--- src/rtl/ram_port_arbiter.sv ---
// Round-robin read arbiter, write forwarder and init sweeper for a shared 1R1W buffer RAM.
// Optional RAW bypass of in-flight reads is enabled by defining RAM_ARB_RAW_BYPASS_EN.
module ram_port_arbiter #(
  parameter int                    DATA_WIDTH = 10,
  parameter int                    ADDR_WIDTH = 12,
  parameter int                    NUM_REQ    = 4,
  parameter int                    RD_LAT     = 1,
  parameter logic [DATA_WIDTH-1:0] INIT_VALUE = '0
) (
  input  logic                          clk,
  input  logic                          rst_n,
  input  logic [NUM_REQ-1:0]            req_vld,
  input  logic [NUM_REQ*ADDR_WIDTH-1:0] req_addr,
  output logic [NUM_REQ-1:0]            req_gnt,
  output logic [NUM_REQ-1:0]            rsp_vld,
  output logic [DATA_WIDTH-1:0]         rsp_data,
  input  logic                          wr_req,
  input  logic [ADDR_WIDTH-1:0]         wr_addr,
  input  logic [DATA_WIDTH-1:0]         wr_data,
  output logic                          wr_ack,
  input  logic                          init_start,
  output logic                          init_busy,
  output logic                          init_done,
  output logic                          ram_rd_req,
  output logic [ADDR_WIDTH-1:0]         ram_rd_addr,
  input  logic [DATA_WIDTH-1:0]         ram_rd_data,
  output logic                          ram_wr_req,
  output logic [ADDR_WIDTH-1:0]         ram_wr_addr,
  output logic [DATA_WIDTH-1:0]         ram_wr_data
);
  localparam int            PW   = (NUM_REQ > 1) ? $clog2(NUM_REQ) : 1;
  localparam logic [PW:0]   NREQ = (PW+1)'(NUM_REQ);

  typedef enum logic {RUN, INIT} state_t;

  state_t                               state, state_n;
  logic [ADDR_WIDTH:0]                  cnt;
  logic                                 sweep_end;
  logic [PW-1:0]                        rr_ptr, gnt_idx, nxt_ptr;
  logic [PW:0]                          cand, inc;
  logic                                 found;
  logic [NUM_REQ-1:0][ADDR_WIDTH-1:0]   addr_arr;
  logic [NUM_REQ-1:0]                   tag_pipe [1:RD_LAT];

  assign addr_arr  = req_addr;
  assign sweep_end = cnt[ADDR_WIDTH];

  // Rotating priority search starting at rr_ptr.
  always_comb begin
    found   = 1'b0;
    gnt_idx = '0;
    cand    = '0;
    for (int j = 0; j < NUM_REQ; j++) begin
      cand = {1'b0, rr_ptr} + (PW+1)'(j);
      if (cand >= NREQ) cand = cand - NREQ;
      if (!found && req_vld[cand[PW-1:0]]) begin
        found   = 1'b1;
        gnt_idx = cand[PW-1:0];
      end
    end
    inc     = {1'b0, gnt_idx} + 1'b1;
    nxt_ptr = (inc >= NREQ) ? '0 : inc[PW-1:0];
  end

  always_comb begin
    state_n     = state;
    req_gnt     = '0;
    ram_rd_req  = 1'b0;
    ram_rd_addr = '0;
    wr_ack      = 1'b0;
    ram_wr_req  = 1'b0;
    ram_wr_addr = '0;
    ram_wr_data = '0;
    init_busy   = 1'b0;
    init_done   = 1'b0;
    if (rst_n) begin
      case (state)
        RUN: begin
          if (init_start) state_n = INIT;
          if (found) begin
            req_gnt     = NUM_REQ'(1) << gnt_idx;
            ram_rd_req  = 1'b1;
            ram_rd_addr = addr_arr[gnt_idx];
          end
          wr_ack      = wr_req;
          ram_wr_req  = wr_req;
          ram_wr_addr = wr_addr;
          ram_wr_data = wr_data;
        end
        INIT: begin
          if (sweep_end) begin
            init_done = 1'b1;
            state_n   = RUN;
          end else begin
            init_busy   = 1'b1;
            ram_wr_req  = 1'b1;
            ram_wr_addr = cnt[ADDR_WIDTH-1:0];
            ram_wr_data = INIT_VALUE;
          end
        end
        default: state_n = RUN;
      endcase
    end
  end

  always_ff @(posedge clk) begin
    if (!rst_n) begin
      state  <= RUN;
      rr_ptr <= '0;
      cnt    <= '0;
      for (int s = 1; s <= RD_LAT; s++) tag_pipe[s] <= '0;
    end else begin
      state <= state_n;
      if (ram_rd_req) rr_ptr <= nxt_ptr;
      if (state == INIT) cnt <= sweep_end ? '0 : cnt + 1'b1;
      tag_pipe[1] <= req_gnt;
      for (int s = 2; s <= RD_LAT; s++) tag_pipe[s] <= tag_pipe[s-1];
    end
  end

  assign rsp_vld = rst_n ? tag_pipe[RD_LAT] : '0;

`ifdef RAM_ARB_RAW_BYPASS_EN
  typedef struct packed {
    logic                  hit;
    logic [ADDR_WIDTH-1:0] addr;
    logic [DATA_WIDTH-1:0] data;
  } byp_t;

  byp_t byp [1:RD_LAT];

  // Any write landing on an in-flight read address (grant cycle included) overrides the RAM word.
  always_ff @(posedge clk) begin
    if (!rst_n) begin
      for (int s = 1; s <= RD_LAT; s++) byp[s] <= '0;
    end else begin
      byp[1].hit  <= ram_wr_req && (ram_wr_addr == ram_rd_addr);
      byp[1].addr <= ram_rd_addr;
      byp[1].data <= ram_wr_data;
      for (int s = 2; s <= RD_LAT; s++) begin
        if (ram_wr_req && (ram_wr_addr == byp[s-1].addr)) begin
          byp[s].hit  <= 1'b1;
          byp[s].addr <= byp[s-1].addr;
          byp[s].data <= ram_wr_data;
        end else begin
          byp[s] <= byp[s-1];
        end
      end
    end
  end

  assign rsp_data = byp[RD_LAT].hit ? byp[RD_LAT].data : ram_rd_data;
`else
  assign rsp_data = ram_rd_data;
`endif

endmodule

--- config.mk ---
export PLATFORM = sky130hd
export DESIGN_NAME = ram_port_arbiter
export DESIGN_NICKNAME = d
export VERILOG_FILES = /design/src/rtl/ram_port_arbiter.sv
export SDC_FILE = /design/constraint.sdc
export NUM_CORES = 1
export LEC_CHECK = 0
export ABC_CLOCK_PERIOD_IN_PS = 2600
export CORE_AREA = 4 4 79 81
export CTS_CLUSTER_DIAMETER = 30
export DETAILED_ROUTE_END_ITERATION = 8
export DIE_AREA = 0 0 83 85
export PLACE_DENSITY = 0.79
export RECOVER_POWER = 25
export SYNTH_ARGS = -nofsm -noshare
export SYNTH_HDL_FRONTEND = slang
export SYNTH_SLANG_ARGS = --single-unit
--- constraint.sdc ---
create_clock -name clk -period 2.6 [get_ports clk]
set_clock_uncertainty 0.2 [all_clocks]
set_input_delay 0.52 -clock clk [delete_from_list [all_inputs] [get_ports clk]]
set_output_delay 0.52 -clock clk [all_outputs]
set_load 0.05 [all_outputs]
==> results.toml, run 1 <==
[drt]
vias = 2078
drt_iter0_drc = 78
post_drt_wl_per_cell_um = 19.0
via_per_inst = 5.09
drt_pass1_iterations = 4
drc_errors = 0
drtAntennaViolNets = 0
drt_wl_total_um = 7750

[floorplanning]
rows = 27
pin_count = 145
die_area_um2 = 7060
core_um2 = 5470
die_y_um = 85
die_w_um = 83
start_util_pct = 32.2

[final_layout]
area_growth_pct = 139
utilization_pct = 76.8
fillers = 320
drive_above_1_share_pct = 41.4
ff_latch_area_um2 = 408
nNetsFinal = 430
num_antenna_cells = 0
multiInputGateArea_um2 = 1550

[timing]
final_max_slew_viol_count = 0
min_period_ns = 2.68
hold-worst-slack_ns = 0.325
setup_viol = 16
rsz0062_at_grt = "yes"
hold_viol_final = 0
fin_ws_ns = -0.0766
period_share_pct = 103
tightest_slew_ns = 0.353
max_freq_ghz = 0.374
slew_headroom_pct = 76.4

[flow_run]
maxCapViolCount = 0

[worst_hold_path]
worst_hold_path_type = "register to register"
min_path_cells = 2
hp-start = "cnt[10]"

[pwr]
p_leak_uw = 0.00159
p_per_area_nw_per_um2 = 453
power.total_uw = 1910
ir_drop_mv = 0.312

[yosys]
avgSynthCellArea_um2 = 8.76
synthAdderAreaFrac_pct = 3.55
synth_simple_gate_area_share_pct = 23.7
synth-compound-area-share_pct = 20.5
yosysWarnings = 0
synth_top_family_by_area = "simple AND/OR/NAND/NOR gates"
ys.flop_type = "dfxtp_1"
yosys-top-cells-area = "dfxtp_1, mux2i_1, and2_1"
seq_area_frac_synth_pct = 22.7
post-synth-top-area-cell = "dfxtp_1"
synth_area_um2 = 1760
synth_commonest_cells = "mux2i_1, and2_1, dfxtp_1"
ys_ff_latch = 20
postSynthCellCount = 201
synthXorXnorAreaFrac_pct = 3.98
synthDistinctLibCells = 45
synth.area.mux_share_pct = 14.2
yosysMostFrequentCell = "mux2i_1"
synth_nets = 294
synthArstFlopShare_pct = 0
synth_edf_count = 0
yosysTopAreaCellShare_pct = 22.7

[clocking]
clockBufferDepth = 2
cts_htree_levels = 1
cts_root_buf = "clkbuf_8"
clock-sinks = 20
path_clk_slew_ns = 0.07
hold_buffers = 0
cts_buffers = 3
clk_latency_ns = 0.26
cts_tree = "built"

[global_routing]
grt_pass1_vias = 2326
grt_first_pass_wirelength_um = 11800
grt_usage_pct = 20.9
grt_overflow = 0
antenna_found_initial = 0
grt_max_degree = 24

[worst_setup_path]
r2r_cells = 4
worstPathArrival_ns = 1.96
cp-start-kind = "input pin"
r2r_start = "state"
cp-startpoint = "req_vld[1]"
critical_path_class = "input pin to primary output"
end_kind = "primary output"
crit_path_max_fanout = 5
crit_required_ns = 1.88

[run_status]
violations = "setup timing"
status = "finished, violations left"

[placed_design]
dp_hpwl_um = 4920
place.gp.congestion = 0.803
port_buffers = 124
[kinds of logic (layout without fill, tap and decap cells)]
family / count (synthesis) / after routing
and+or+nand+nor: 72 / 72
adders and majority gates: 5 / 5
AOI/OAI and AO/OA: 42 / 42
DFF: 20 / 20
xor gates and xnor gates: 8 / 8
muxes: 25 / 25
buffers and inverters: 29 / 164
[final timing paths]
path | to | slack [ns]
setup reg to reg | cnt[6] | 0.74
hold reg to reg | cnt[10] | 0.33
setup / recovery | ram_rd_addr[5] | -0.08
hold / removal | cnt[10] | 0.33
[cell usage in the layout, fill, tap and decap left out, types with 3 or more instances in the layout]
master           netlist  final
buf_6                  3      9
xor2_1                 5      5
inv_2                  3      3
and2_1                23     19
o22ai_4                0     12
clkdlybuf4s50_1        0     72
mux2i_1               25      3
mux2i_2                0      7
nand4_1                4      4
buf_16                 0      4
and2_4                 0      4
dfxtp_1               20     18
clkbuf_8               0      4
xnor2_1                3      3
mux2i_4                0     15
ha_1                   5      3
a22o_1                13     13
nand2_4                0      3
a21oi_1                6      5
buf_4                 10     15
nor2_1                12     12
nor2b_1                4      3
nand2_1                9      8
buf_12                 1     51
[stage by stage]
step | worst slack [ns] | instance area (um^2) | setup TNS (ns) | std cells
detailed placement | -0.388 | 3560 | -5.66 | 390
finish | -0.0766 | 4210 | -0.702 | 408
global placement | -0.336 | 3560 | -5.19 | 390
CTS | 0.00199 | 4130 | 0 | 408
floorplan | 0.0574 | 1780 | 0 | 201
global route | -0.116 | 4210 | -1.49 | 408
[worst max-delay path: stages]
cell,delay [ns]
buf_6,0.11
nand3b_1,0.20
a2bb2oi_4,0.25
buf_6,0.16
buf_12,0.14
mux2i_4,0.28
o22ai_4,0.12
buf_12,0.16
[report_power, final]
| group | total (uW) | leakage, uW | internal [uW] | switching (uW) |
|---|---|---|---|---|
| Sequential | 339 | 0.000164 | 324 | 15.4 |
| Combinational | 1330 | 0.00140 | 715 | 616 |
| Clock | 235 | 0.0000288 | 135 | 101 |
[layout make-up]
class	instances	share of cell area, %
clock buffers	4	1.31
multi-input cells	152	36.7
inverters	5	0.446
flip-flops and latches	20	9.70
repair buffers	155	49.7
well taps	72	2.14
[routing by layer]
metal,global-route usage (%),routed length (um)
met1,21.2,2800
met2,39.3,4090
met3,8.06,777
met4,6.39,87
met5,0,0
[flip-flops by register name, summed over array words and instances (netlist names)]
signal and flops:
cnt 13, tag_pipe 4, rr_ptr 2, state 1
[what timing repair did]
item	4_1_cts	5_1_grt
endpoints found under the setup margin	25	16
buffers inserted	11	0
cloned	4	0
resized for setup	86	16
pin swaps	11	11
Note: power is estimated with default switching activity, not from simulation.
==> run 2, diff against run 1 <==
Settings changed: SKIP_CTS_REPAIR_TIMING set to 1.
==> run 2 against run 1 <==
The run still ends with setup timing left. Critical path depth did not move. Maximum frequency fell by 0.19%. Highest routed layer unchanged. Cell count fell by 1.7%. First-iteration DRC count fell by 23%. Total power fell by 4.2%. Sequential cell count did not move. Cell area fell by 2.9%. Sequential power barely moved. Hold slack got worse by 0.033 ns. Non-clock buffer count fell by 7.
==> results.toml, run 2 (synthesized netlist as in run 1, its figures left out) <==
[drt]
post_drt_wl_per_cell_um = 17.6
drc_errors = 0
drtAntennaViolNets = 0
via_per_inst = 5.12
drt_pass1_iterations = 4
drt_wl_total_um = 7080
vias = 2055
drt_iter0_drc = 60

[clocking]
cts_buffers = 3
cts_tree = "built"
clock-sinks = 20
cts_htree_levels = 1
clk_latency_ns = 0.26
path_clk_slew_ns = 0.07
clockBufferDepth = 2
cts_root_buf = "clkbuf_8"

[final_layout]
largest_reg_flops = 13
fin_area_um2 = 4080
reg_top3 = "cnt (13), tag_pipe (4), rr_ptr (2)"
top_register = "cnt"
stdcell_count = 401
final_cell_mix = "clkdlybuf4s50_1, buf_12, and2_1, dfxtp_1, buf_4"
area_growth_pct = 132
nNetsFinal = 423
num_antenna_cells = 0
drive_above_1_share_pct = 40.1
fillers = 338
final_common_cell = "clkdlybuf4s50_1"

[floorplanning]
core_um2 = 5470
start_util_pct = 32.2
die_w_um = 83
rows = 27
die_y_um = 85
die_area_um2 = 7060
pin_count = 145

[timing]
max_freq_ghz = 0.373
rsz0062_at_grt = "yes"
fin_ws_ns = -0.0815
setup_viol = 12
min_period_ns = 2.68
slew_headroom_pct = 77.8
hold_viol_final = 0
final_max_slew_viol_count = 0
tightest_slew_ns = 0.324
period_share_pct = 103

[worst_setup_path]
crit_required_ns = 1.88
cp-start-kind = "input pin"
end_kind = "primary output"
crit_path_max_fanout = 5
critical_path_class = "input pin to primary output"
worstPathArrival_ns = 1.96

[pwr]
switching_share_pct = 38.3
power.total_uw = 1820
combPwrFrac_pct = 68.5
ir_drop_mv = 0.257
p_leak_uw = 0.00153
p_per_area_nw_per_um2 = 447
p_int_uw = 1130
clock_power_share_pct = 12.8
switchingPower_uw = 698
p_seq_share_pct = 18.7

[placed_design]
dpl_worst_slack_ns = -0.388
place_area_um2 = 3560
place.gp.congestion = 0.803
dp_hpwl_um = 4920
port_buffers = 124
placed_cells = 390

[global_routing]
grt_overflow = 0
grt_max_degree = 24
grt_usage_pct = 15.5
antenna_found_initial = 0
grt_first_pass_wirelength_um = 9070
grt_pass1_vias = 2003

[run_status]
violations = "setup timing"
status = "finished, violations left"

[worst_hold_path]
worst_hold_path_type = "register to register"

[flow_run]
maxCapViolCount = 0
[run 2: cell types whose count changed in the layout (fill, tap and decap cells not counted), sizes merged]
cell | previous run | this run
clkbuf | 5 | 10
dlymetal6s2s | 0 | 2
dlygate4sd2 | 1 | 0
buf | 81 | 68
[run 2: layout make-up]
class                      count  area [um^2]  share of cell area, %
inverter                       5         18.8                  0.460
timing repair buffer         148         1990                   48.8
tap                           72         90.1                   2.21
sequential                    20          408                   9.99
clock buffer                   4         55.1                   1.35
multi-input combinational    152         1520                   37.2
[run 2: power groups by stage]
stage,Clock (uW),Sequential (uW),Combinational (uW)
5_1_grt,259,344,1300
2_1_floorplan,0,340,552
3_3_place_gp,0,344,938
4_1_cts,242,338,952
3_5_place_dp,0,345,950
6_report,233,342,1250
[run 2: critical path: stages]
cell,delay (ns)
clkbuf_2,0.12
nand3b_1,0.21
a2bb2oi_4,0.19
buf_12,0.14
buf_12,0.13
mux2i_1,0.33
o22ai_4,0.14
buf_12,0.17
[run 2: metrics by stage]
stage | setup TNS, ns | hold WS (ns) | util, %
6_report | -0.335 | 0.292 | 74.6
5_1_grt | -1.27 | 0.309 | 74.6
4_1_cts | -5.80 | 0.323 | 66.1
3_5_place_dp | -5.66 | 0.313 | 65.1
3_3_place_gp | -5.19 | 0.286 | 65.1
2_1_floorplan | 0 | 0.269 | -
[run 2: routing by layer]
layer / routed length, um / global-route usage, % / vias up
met4: 138 / 4.46 / 0
met5: 0 / 0 / -
li1: - / - / 967
met3: 746 / 7.48 / 14
met2: 3710 / 29.3 / 116
met1: 2480 / 14.9 / 958
[run 2: path summary, 6_finish.rpt]
| check | from | to | slack [ns] | cells past startpoint |
|---|---|---|---|---|
| worst max-delay path | req_vld[1] | ram_rd_addr[6] | -0.08 | 8 |
| worst min-delay path | rr_ptr[0] | rr_ptr[0] | 0.29 | 1 |
| worst max register to register | state | cnt[6] | 0.74 | 4 |
| worst min register to register | rr_ptr[0] | rr_ptr[0] | 0.29 | 1 |
